--- src/rtl/cpu_trace_pkg.sv ---
// Shared encodings for the CPU trace line parser: FSM states, grammar
// characters, format codes and error cause codes.
package cpu_trace_pkg;

  // State values double as the err_code reported for a syntax error there.
  typedef enum logic [3:0] {
    S_IDLE = 4'd0,
    S_TIME = 4'd1,
    S_PC   = 4'd2,
    S_SP_A = 4'd3,
    S_REG  = 4'd4,
    S_ADDR = 4'd5,
    S_SP_B = 4'd6,
    S_LT   = 4'd7,
    S_SP_C = 4'd8,
    S_DATA = 4'd9,
    S_DONE = 4'd10
  } state_t;

  localparam logic [7:0] CH_CARET = 8'h5e;  // '^'
  localparam logic [7:0] CH_AT    = 8'h40;  // '@'
  localparam logic [7:0] CH_COLON = 8'h3a;  // ':'
  localparam logic [7:0] CH_DOLR  = 8'h24;  // '$'
  localparam logic [7:0] CH_STAR  = 8'h2a;  // '*'
  localparam logic [7:0] CH_LT    = 8'h3c;  // '<'
  localparam logic [7:0] CH_EQ    = 8'h3d;  // '='
  localparam logic [7:0] CH_HASH  = 8'h23;  // '#'
  localparam logic [7:0] CH_SPACE = 8'h20;  // ' '

  localparam logic [1:0] FMT_NONE = 2'b00;
  localparam logic [1:0] FMT_REG  = 2'b01;
  localparam logic [1:0] FMT_MEM  = 2'b10;

  localparam logic [3:0] ERR_OVF   = 4'hA;
  localparam logic [3:0] ERR_SEM   = 4'hE;
  localparam logic [3:0] ERR_ABORT = 4'hF;

endpackage

--- src/rtl/cpu_trace_parser_char_class.sv ---
// Combinational character classifier: decimal digit, lowercase hex digit,
// and the 4-bit value of that digit.
module char_class (
  input  logic [7:0] char,
  output logic       is_dec,
  output logic       is_hex,
  output logic [3:0] nibble
);

  logic is_lc;

  always_comb begin
    is_dec = (char >= 8'h30) && (char <= 8'h39);
    is_lc  = (char >= 8'h61) && (char <= 8'h66);
    is_hex = is_dec || is_lc;
    // 'a' is 0x61, so its low nibble plus 9 gives 10.
    if (is_dec)     nibble = char[3:0];
    else if (is_lc) nibble = char[3:0] + 4'd9;
    else            nibble = 4'd0;
  end

endmodule

--- src/rtl/cpu_trace_parser.sv ---
// Byte-serial CPU trace line parser/checker. Define CPU_TRACE_PARSER_CHECK_EN
// to add semantic checks (PC range/alignment, REG<32, ADDR alignment) on '#'.
module cpu_trace_parser
  import cpu_trace_pkg::*;
#(
  parameter int          TIME_DIGITS = 4,
  parameter int          REG_DIGITS  = 4,
  parameter int          HEX_DIGITS  = 8,
  parameter int          CNT_W       = 16,
  parameter logic [31:0] PC_MIN      = 32'h0000_3000,
  parameter logic [31:0] PC_MAX      = 32'h0000_6ffc
) (
  input  logic                     clk,
  input  logic                     reset,
  input  logic [7:0]               char,
  output logic [1:0]               format_type,
  output logic [4*TIME_DIGITS-1:0] time_o,
  output logic [4*HEX_DIGITS-1:0]  pc_o,
  output logic [4*HEX_DIGITS-1:0]  idx_o,
  output logic [4*HEX_DIGITS-1:0]  data_o,
  output logic                     err,
  output logic [3:0]               err_code,
  output logic [CNT_W-1:0]         line_cnt
);

  localparam int TW = 4 * TIME_DIGITS;
  localparam int W  = 4 * HEX_DIGITS;
  localparam logic [W-1:0] TEN = W'(10);

  state_t          state, nxt_state;
  logic            nxt_err;
  logic [3:0]      nxt_code;
  logic            bad, ovf, sem_fail, sem_ok;

  logic            is_dec, is_hex;
  logic [3:0]      nib;

  logic [7:0]      cnt;
  logic [TW-1:0]   time_sh;
  logic [W-1:0]    pc_sh, idx_sh, data_sh;
  logic [1:0]      fmt_sh;

  char_class u_cc (
    .char   (char),
    .is_dec (is_dec),
    .is_hex (is_hex),
    .nibble (nib)
  );

`ifdef CPU_TRACE_PARSER_CHECK_EN
  always_comb begin
    sem_ok = (pc_sh[1:0] == 2'b00) && (pc_sh >= PC_MIN) && (pc_sh <= PC_MAX);
    if (fmt_sh == FMT_REG) sem_ok = sem_ok && (idx_sh < W'(32));
    else                   sem_ok = sem_ok && (idx_sh[1:0] == 2'b00);
  end
`else
  logic unused_cfg;
  assign unused_cfg = ^{PC_MIN, PC_MAX};
  assign sem_ok = 1'b1;
`endif

  // State and error-pulse register.
  always_ff @(posedge clk or posedge reset) begin
    if (reset) begin
      state    <= S_IDLE;
      err      <= 1'b0;
      err_code <= 4'h0;
    end else begin
      state    <= nxt_state;
      err      <= nxt_err;
      err_code <= nxt_code;
    end
  end

  // Next-state: a '^' always resyncs; otherwise walk the grammar.
  always_comb begin
    nxt_state = state;
    nxt_err   = 1'b0;
    nxt_code  = 4'h0;
    bad       = 1'b0;
    ovf       = 1'b0;
    sem_fail  = 1'b0;
    if (char == CH_CARET) begin
      nxt_state = S_TIME;
      if (state != S_IDLE && state != S_DONE) begin
        nxt_err  = 1'b1;
        nxt_code = ERR_ABORT;
      end
    end else begin
      case (state)
        S_IDLE: nxt_state = S_IDLE;
        S_TIME: begin
          if (is_dec) begin
            if (cnt >= 8'(TIME_DIGITS)) ovf = 1'b1;
          end else if (char == CH_AT && cnt != 8'd0) nxt_state = S_PC;
          else bad = 1'b1;
        end
        S_PC: begin
          if (is_hex) begin
            if (cnt >= 8'(HEX_DIGITS)) ovf = 1'b1;
          end else if (char == CH_COLON && cnt == 8'(HEX_DIGITS)) nxt_state = S_SP_A;
          else bad = 1'b1;
        end
        S_SP_A: begin
          if (char == CH_DOLR)       nxt_state = S_REG;
          else if (char == CH_STAR)  nxt_state = S_ADDR;
          else if (char != CH_SPACE) bad = 1'b1;
        end
        S_REG: begin
          if (is_dec) begin
            if (cnt >= 8'(REG_DIGITS)) ovf = 1'b1;
          end else if (char == CH_SPACE && cnt != 8'd0) nxt_state = S_SP_B;
          else if (char == CH_LT && cnt != 8'd0)        nxt_state = S_LT;
          else bad = 1'b1;
        end
        S_ADDR: begin
          if (is_hex) begin
            if (cnt >= 8'(HEX_DIGITS)) ovf = 1'b1;
          end else if (char == CH_SPACE && cnt == 8'(HEX_DIGITS)) nxt_state = S_SP_B;
          else if (char == CH_LT && cnt == 8'(HEX_DIGITS))        nxt_state = S_LT;
          else bad = 1'b1;
        end
        S_SP_B: begin
          if (char == CH_LT)         nxt_state = S_LT;
          else if (char != CH_SPACE) bad = 1'b1;
        end
        S_LT: begin
          if (char == CH_EQ) nxt_state = S_SP_C;
          else               bad = 1'b1;
        end
        S_SP_C: begin
          if (is_hex)                nxt_state = S_DATA;
          else if (char != CH_SPACE) bad = 1'b1;
        end
        S_DATA: begin
          if (is_hex) begin
            if (cnt >= 8'(HEX_DIGITS)) ovf = 1'b1;
          end else if (char == CH_HASH && cnt == 8'(HEX_DIGITS)) begin
            if (sem_ok) nxt_state = S_DONE;
            else        sem_fail  = 1'b1;
          end else bad = 1'b1;
        end
        S_DONE:  nxt_state = S_IDLE;
        default: nxt_state = S_IDLE;
      endcase
      if (bad || ovf || sem_fail) begin
        nxt_state = S_IDLE;
        nxt_err   = 1'b1;
        if (ovf)           nxt_code = ERR_OVF;
        else if (sem_fail) nxt_code = ERR_SEM;
        else               nxt_code = 4'(state);
      end
    end
  end

  // In-progress field capture; only copied to the outputs on entry to DONE.
  always_ff @(posedge clk or posedge reset) begin
    if (reset) begin
      cnt     <= 8'd0;
      time_sh <= '0;
      pc_sh   <= '0;
      idx_sh  <= '0;
      data_sh <= '0;
      fmt_sh  <= FMT_NONE;
    end else if (char == CH_CARET) begin
      cnt     <= 8'd0;
      time_sh <= '0;
      pc_sh   <= '0;
      idx_sh  <= '0;
      data_sh <= '0;
      fmt_sh  <= FMT_NONE;
    end else begin
      case (state)
        S_TIME: begin
          if (nxt_state == S_TIME) begin
            time_sh <= {time_sh[TW-5:0], nib};
            cnt     <= cnt + 8'd1;
          end else cnt <= 8'd0;
        end
        S_PC: begin
          if (nxt_state == S_PC) begin
            pc_sh <= {pc_sh[W-5:0], nib};
            cnt   <= cnt + 8'd1;
          end else cnt <= 8'd0;
        end
        S_SP_A: begin
          cnt <= 8'd0;
          if (nxt_state == S_REG)  fmt_sh <= FMT_REG;
          if (nxt_state == S_ADDR) fmt_sh <= FMT_MEM;
        end
        S_REG: begin
          if (nxt_state == S_REG) begin
            idx_sh <= idx_sh * TEN + {{(W-4){1'b0}}, nib};
            cnt    <= cnt + 8'd1;
          end
        end
        S_ADDR: begin
          if (nxt_state == S_ADDR) begin
            idx_sh <= {idx_sh[W-5:0], nib};
            cnt    <= cnt + 8'd1;
          end
        end
        S_SP_C: begin
          if (nxt_state == S_DATA) begin
            data_sh <= {{(W-4){1'b0}}, nib};
            cnt     <= 8'd1;
          end
        end
        S_DATA: begin
          if (nxt_state == S_DATA) begin
            data_sh <= {data_sh[W-5:0], nib};
            cnt     <= cnt + 8'd1;
          end
        end
        default: cnt <= cnt;
      endcase
    end
  end

  // Accepted-line outputs and saturating counter.
  always_ff @(posedge clk or posedge reset) begin
    if (reset) begin
      time_o   <= '0;
      pc_o     <= '0;
      idx_o    <= '0;
      data_o   <= '0;
      line_cnt <= '0;
    end else if (nxt_state == S_DONE && state == S_DATA) begin
      time_o <= time_sh;
      pc_o   <= pc_sh;
      idx_o  <= idx_sh;
      data_o <= data_sh;
      if (line_cnt != {CNT_W{1'b1}}) line_cnt <= line_cnt + CNT_W'(1);
    end
  end

  // fmt_sh is untouched during DONE, so it still describes the finished line.
  always_comb begin
    format_type = FMT_NONE;
    if (state == S_DONE) format_type = fmt_sh;
  end

endmodule
--- config.mk ---
export PLATFORM = sky130hd
export DESIGN_NAME = cpu_trace_parser
export DESIGN_NICKNAME = d
export VERILOG_FILES = /design/src/rtl/cpu_trace_pkg.sv /design/src/rtl/cpu_trace_parser_char_class.sv /design/src/rtl/cpu_trace_parser.sv
export SDC_FILE = /design/constraint.sdc
export NUM_CORES = 1
export LEC_CHECK = 0
export ABC_CLOCK_PERIOD_IN_PS = 12800
export CAP_MARGIN = 10
export CORE_MARGIN = 2
export CORE_UTILIZATION = 53
export CTS_BUF_LIST = sky130_fd_sc_hd__clkbuf_4
export DETAILED_ROUTE_END_ITERATION = 12
export DONT_BUFFER_PORTS = 1
export GPL_TIMING_DRIVEN = 0
export PLACE_DENSITY_LB_ADDON = 0.12
export SETUP_SLACK_MARGIN = 0.15
export SKIP_CTS_REPAIR_TIMING = 1
export SYNTH_ARGS = -nofsm -noshare
export SYNTH_HDL_FRONTEND = slang
export SYNTH_HIERARCHICAL = 1
export SYNTH_SLANG_ARGS = --single-unit
--- constraint.sdc ---
create_clock -name clk -period 12.8 [get_ports clk]
set_input_delay 3.84 -clock clk [delete_from_list [all_inputs] [get_ports clk]]
set_output_delay 3.84 -clock clk [all_outputs]
set_load 0.03 [all_outputs]
==> impl_metrics.csv, run 1 <==
group,metric,value,unit
run_status,status,"finished, final reports clean",
drt,antenna_left,0,
setup_path,max_stage_delay,0.68,ns
yosys,synth_edf_count,0,
placed_design,dp_hpwl,26700,um
clock_network,htreeDepth,3,
setup_path,crit_fanout,7,
clock_network,cts_buffers,71,
die,start_util,54.1,%
drt,via_per_inst,5.80,
clock_network,clk_pin_slew_worst_paths,0.06,ns
clock_network,cts_sinks,259,
setup_path,cp_num_buf_inv,2,
sta,fmax,122,MHz
sta,slew_headroom,13.9,%
setup_path,crit_chain,"inv_1 -> ha_1 -> or3b_1 -> nand4_2 -> o21ai_0 -> buf_2 -> ha_1 -> a211oi_1 -> nor2_1 -> nor4bb_1 -> and4b_1 -> nand4_1 -> nor4bb_1 -> nand4_1 -> nor4_1 -> mux2i_1 -> a21oi_1 -> a31o_2",
clock_network,clk_latency,0.68,ns
grt,grtUsageMet1,37.3,%
placed_design,placed_area,14700,um2
placed_design,port_buffers,0,
clock_network,cts_tree,"yes",
run,maxCapViolCount,0,
yosys,postSynthAreaPerCell,8.86,um2
power_and_ir_drop,sw_frac_of_total,26.8,%
die,fp.dieH,168,um
sta,setup_violations,0,
power_and_ir_drop,p_leak,8.09,nW
yosys,ys_seq_elements,259,
grt,met3_usage,5.11,%
setup_path,worstPathRequired,13.34,ns
yosys,synth.distinct_cells,84,
drt,drtIter0Drc,824,
grt,grt_busiest_layer,"met2",
grt,track_usage,27.0,%
sta,finClkSkew,0.0433,ns
setup_path,startpoint_type,"input port",
setup_path,cp_slowest_cell,"o21ai_0",
layout,fin_nets,1755,
power_and_ir_drop,p_switching,0.000458,W
clock_network,cts_root_buf,"clkbuf_4",
power_and_ir_drop,p_comb_share,8.3,%
setup_path,crit_type,"in2reg",
grt,grt_max_degree,122,
layout,syn_to_final_growth,9.47,%
drt,vias,12000,
power_and_ir_drop,p_per_area,110,nW/um2
power_and_ir_drop,peakVddDrop,0.0000516,V
yosys,synth-main-ff-cell,"dfrtp_1",
grt,antenna_found_initial,1,
sta,period_needed,8.20,ns
die,die_w,168,um
sta,slew_viol_final,0,
sta,tns,0,ns
sta,finalCritPeriodShare,64.1,%
yosys,ys_top_cells_by_area,"dfrtp_1 (46%), nand2_1 (11%), ha_1 (5.7%)",
sta,rsz0062_at_grt,"no",
layout,nFillCells,2377,
grt,gr-total-overflow,0,
drt,wl_per_cell,18.0,um
sta,hold_viol,0,
grt,gr-usage-met2,43.6,%
yosys,synth_fp_nets,1679,
die,design.core.area,26200,um2
sta,worst_pin_slew,1.28,ns
yosys,ys_async_sr_fraction,100,%
placed_design,globalplace.congestion,0.917,
power_and_ir_drop,intPower,0.00125,W
layout,fin_area,15500,um2
drt,totalWireLength,37100,um
setup_path,critPathArrivalTime,8.74,ns
yosys,yosysTopAreaCellShare,45.7,%
die,rows,59,
die,dieArea,28100,um2
yosys,yosys.area.top_type,"dfrtp_1",
die,pin_count,145,
yosys,netlist_instances,1602,
setup_path,endpoint_kind,"flop",
worst_hold_path,hp-class,"reg2reg",
grt,grt_pass1_vias,11800,
power_and_ir_drop,clkPwrFrac,41.9,%
power_and_ir_drop,power_frac_seq,49.7,%
yosys,yosysWarnings,6,
layout,drive_above_1_share,8.06,%
drt,dr.pass1.iters,5,
setup_path,crit_family,"simple AND/OR/NAND/NOR gates",
clock_network,clockBufferDepth,3,
drt,drcViolationCount,0,
yosys,yosysSeqAreaShare,45.7,%
grt,grt_pass1_wl,61300,um
yosys,synth_area,14200,um2
sta,whs,0.475,ns
-- kinds of logic after synthesis --
| family | share of synthesized area [%] |
|---|---|
| xor+xnor | 3.33 |
| compound gates | 13.6 |
| simple gates | 24.1 |
| mux | 3.77 |
| buf+inv | 3.40 |
| fa+ha+maj | 6.02 |
| flops | 45.7 |
-- synth_stat cells, drive strengths merged (29+ instances only) --
| cell | instances |
|---|---|
| clkbuf | 75 |
| nor2 | 122 |
| nand3 | 44 |
| a21oi | 68 |
| nand2 | 431 |
| xnor2 | 36 |
| a22o | 29 |
| mux2i | 49 |
| ha | 65 |
| dfrtp | 259 |
| inv | 39 |
| o21ai | 60 |
-- placed cells by master, fill, tap and decap left out, types with 12 or more instances in the layout --
cell type	synthesis	final
nand4_1	17	17
nor4_1	14	14
nor3_1	26	26
xnor2_1	36	36
a21oi_1	67	67
ha_1	65	65
nor2b_1	13	13
inv_1	39	38
clkbuf_1	75	75
nand3_1	44	44
nor2_1	122	122
clkinv_1	0	14
dfrtp_1	259	259
clkbuf_4	0	98
mux2i_1	49	49
o21ai_0	59	59
a211oi_1	17	17
xor2_1	18	18
nand2_1	430	430
and3_1	12	12
a22o_1	29	29
o211ai_1	21	21
-- power groups by stage --
stage                     clock, W  sequential (W)  combinational (W)
after floorplan                  0        0.000861           0.000108
after global placement           0        0.000865           0.000139
after detailed placement         0        0.000865           0.000142
after CTS                 0.000737        0.000850           0.000143
after global routing      0.000781        0.000851           0.000158
final                     0.000716        0.000850           0.000143
-- metal layers --
layer	share of wire, %	up-vias
li1	-	5743
met1	46	5785
met2	47	360
met3	5.6	65
met4	2.0	0
met5	0	-
-- sequential cells by signal, summed over array words and instances (netlist names), 8 cells and up --
signal / cells
cnt: 8
data_o: 32
data_sh: 32
idx_o: 32
idx_sh: 32
line_cnt: 16
pc_o: 32
pc_sh: 32
time_o: 16
time_sh: 16
-- worst register-to-register path, stage by stage, from the launching register on --
cell and delay, ns:
dfrtp_1 0.46, ha_1 0.32, ha_1 0.19, inv_1 0.07, fa_1 0.42, nand2b_1 0.21
a21boi_1 0.56, o21ai_0 0.34, a21o_1 0.27, a311oi_1 0.57, nor3b_1 0.39, nand4_1 0.28
nor4_1 0.45, mux2i_1 0.24, a21oi_1 0.08, a31o_2 0.24
-- area by class of cell --
cell class                      instances  area (um2)  area share [%]
Buffer                                 85         335            2.16
Tap cell                              335         419            2.70
Multi-Input combinational cell       1219        7220            46.5
Inverter                               39         154           0.991
Timing Repair Buffer                    3        60.1           0.387
Antenna cell                            1        2.50          0.0161
Clock inverter                         21         119           0.765
Clock buffer                           98         736            4.74
Sequential cell                       259        6480            41.7
-- per-stage QoR --
stage	worst slack [ns]	utilization, %	cells	power [W]
finish	4.60	59.3	2060	0.00171
global route	4.34	59.3	2060	0.00179
CTS	4.75	59.3	2059	0.00173
detailed placement	4.06	56.0	1940	0.00101
global placement	-0.852	55.7	1937	0.00100
floorplan	1.83	-	1602	0.000969
-- worst paths after layout --
kind / start / end / slack, ns / cells after the start
hold / removal: time_sh[14] / time_o[14] / 0.47 / 2
min in group asynchronous: reset / data_o[18] / 3.01 / 1
setup reg to reg: idx_sh[3] / idx_sh[30] / 7.59 / 15
hold reg to reg: time_sh[14] / time_o[14] / 0.47 / 2
max in group asynchronous: reset / idx_o[20] / 8.46 / 3
setup / recovery: char[0] / idx_sh[30] / 4.60 / 18
(Power assumes the default switching activity.)
==> run 2: changes to the inputs <==
ABC_CLOCK_PERIOD_IN_PS = 8300   (was 12800)
clock period = 8.3 ns   (was 12.8 ns; I/O delays follow)
==> impl_metrics.csv, run 2 (same netlist as run 1, synthesis figures left out) <==
group,metric,value,unit
die,rows,59,
placed_design,port_buffers,0,
drt,drcViolationCount,0,
die,dieArea,28100,um2
sta,hold_viol,0,
placed_design,dp_hpwl,26800,um
layout,regArea,6480,um2
setup_path,reg2reg_to,"idx_sh[30]",
drt,antenna_left,0,
drt,via_per_inst,5.80,
clock_network,clk_latency,0.68,ns
worst_hold_path,hp-class,"reg2reg",
die,design.core.area,26200,um2
sta,finalCritPeriodShare,86.8,%
layout,final_common_cell,"nand2_1",
sta,setup_slack,1.10,ns
layout,drive_above_1_share,8.61,%
setup_path,worstPathRequired,8.85,ns
power_and_ir_drop,p_per_area,171,nW/um2
setup_path,cp_slowest_cell,"o21ai_0",
layout,fin_nets,1758,
power_and_ir_drop,p_leak,8.14,nW
setup_path,crit_type,"in2reg",
layout,final_cell_mix,"nand2_1 (430), dfrtp_1 (259), nor2_1 (122), clkbuf_4 (102), clkbuf_1 (75)",
drt,totalWireLength,37000,um
setup_path,startpoint_type,"input port",
clock_network,cts_buffers,71,
placed_design,dp_slack,0.527,ns
placed_design,placed_area,14700,um2
setup_path,crit_chain,"inv_1 -> ha_1 -> or3b_1 -> nand4_2 -> o21ai_0 -> ha_1 -> a211oi_1 -> nor2_1 -> nor4bb_1 -> and4b_1 -> nand4_1 -> nor4bb_1 -> nand4_1 -> nor4_1 -> mux2i_1 -> a21oi_1 -> a31o_2",
drt,dr.pass1.iters,5,
clock_network,cts_tree,"yes",
setup_path,rr_startpoint,"idx_sh[6]",
run_status,status,"finished, final reports clean",
grt,grt_max_degree,45,
layout,syn_to_final_growth,10.1,%
grt,grt_pass1_vias,11800,
sta,setup_violations,0,
setup_path,critPathArrivalTime,7.75,ns
sta,period_needed,7.20,ns
worst_hold_path,min_to,"time_sh[13]",
sta,whs,0.478,ns
sta,slew_headroom,10.7,%
setup_path,ff2ff_path_depth,14,
grt,grt_pass1_wl,60800,um
die,die_w,168,um
sta,tns,0,ns
clock_network,clk_pin_slew_worst_paths,0.06,ns
grt,track_usage,26.7,%
layout,nFillCells,2386,
clock_network,clockBufferDepth,3,
sta,worst_pin_slew,1.33,ns
die,fp.dieH,168,um
drt,vias,12000,
power_and_ir_drop,peakVddDrop,0.0000999,V
worst_hold_path,hold_path_startpoint,"time_sh[13]",
sta,slew_viol_final,0,
layout,multiInputGateArea,7220,um2
run,maxCapViolCount,0,
clock_network,cts_root_buf,"clkbuf_4",
grt,antenna_found_initial,2,
grt,gr-total-overflow,0,
setup_path,max_stage_delay,1.06,ns
clock_network,cts_sinks,259,
setup_path,crit_fanout,7,
drt,drtIter0Drc,940,
drt,wl_per_cell,17.9,um
setup_path,startpoint,"char[0]",
layout,fin_area,15600,um2
placed_design,globalplace.congestion,0.932,
die,pin_count,145,
setup_path,endpoint_kind,"flop",
worst_hold_path,holdPathStages,2,
sta,finClkSkew,0.0433,ns
sta,fmax,139,MHz
sta,rsz0062_at_grt,"no",
die,start_util,54.1,%
setup_path,reg2reg_slack,3.29,ns
clock_network,htreeDepth,3,
## run 2: cell count changes in the layout (fill, tap and decap cells not counted)
cell,delta
clkinv_1,-4
buf_16,-2
clkinv_4,+1
inv_6,+1
inv_8,-1
inv_2,+1
buf_12,+6
buf_2,-1
clkbuf_4,+4
clkinv_2,+1
## run 2: per-layer routing
metal | up-vias | share of wire [%] | GRT usage (%) | routed length [um]
met2 | 409 | 45 | 41.2 | 16600
met5 | - | 0 | 0 | 0
met4 | 0 | 3.1 | 10.7 | 1140
met3 | 78 | 6.1 | 5.53 | 2260
met1 | 5741 | 46 | 37.1 | 17000
li1 | 5758 | - | - | -
## run 2: final cells by class
cell class	instances	share of cell area [%]
multi-input combinational	1219	46.2
buffer	85	2.15
timing repair buffer	6	0.769
clock buffer	102	4.90
clock inverter	20	0.785
sequential	259	41.5
inverter	39	0.961
tap	335	2.68
antenna	1	0.0160
## run 2: report_power, final
part / total, W / internal, W / switching (W) / leakage, nW
logic: 0.000222 / 0.0000702 / 0.000152 / 4.00
registers: 0.00131 / 0.00128 / 0.0000276 / 3.61
clock network: 0.00114 / 0.000599 / 0.000544 / 0.528
## run 2: worst max-delay path by stage
stage               slack (ns)          to
floorplan                 1.96  idx_sh[30]
global placement          0.63  idx_sh[30]
detailed placement        0.53  idx_sh[30]
CTS                       1.23  idx_sh[30]
global route              0.60  idx_sh[30]
finish                    1.10  idx_sh[30]
## run 2: stage by stage
stage / power [W] / instances / utilization (%)
after floorplan: 0.00149 / 1602 / -
after global placement: 0.00155 / 1937 / 55.7
after detailed placement: 0.00156 / 1943 / 56.2
after CTS: 0.00271 / 2065 / 59.6
after global routing: 0.00281 / 2066 / 59.6
final: 0.00268 / 2066 / 59.6
## run 2: critical path: cells and delay by family
| kind | cells | cell delay (ns) |
|---|---|---|
| AO/OA/AOI/OAI | 4 | 1.48 |
| adder cells (fa/ha/maj) | 2 | 0.56 |
| buffers and inverters | 1 | 0.04 |
| multiplexers | 1 | 0.23 |
| AND/OR/NAND/NOR | 9 | 2.93 |
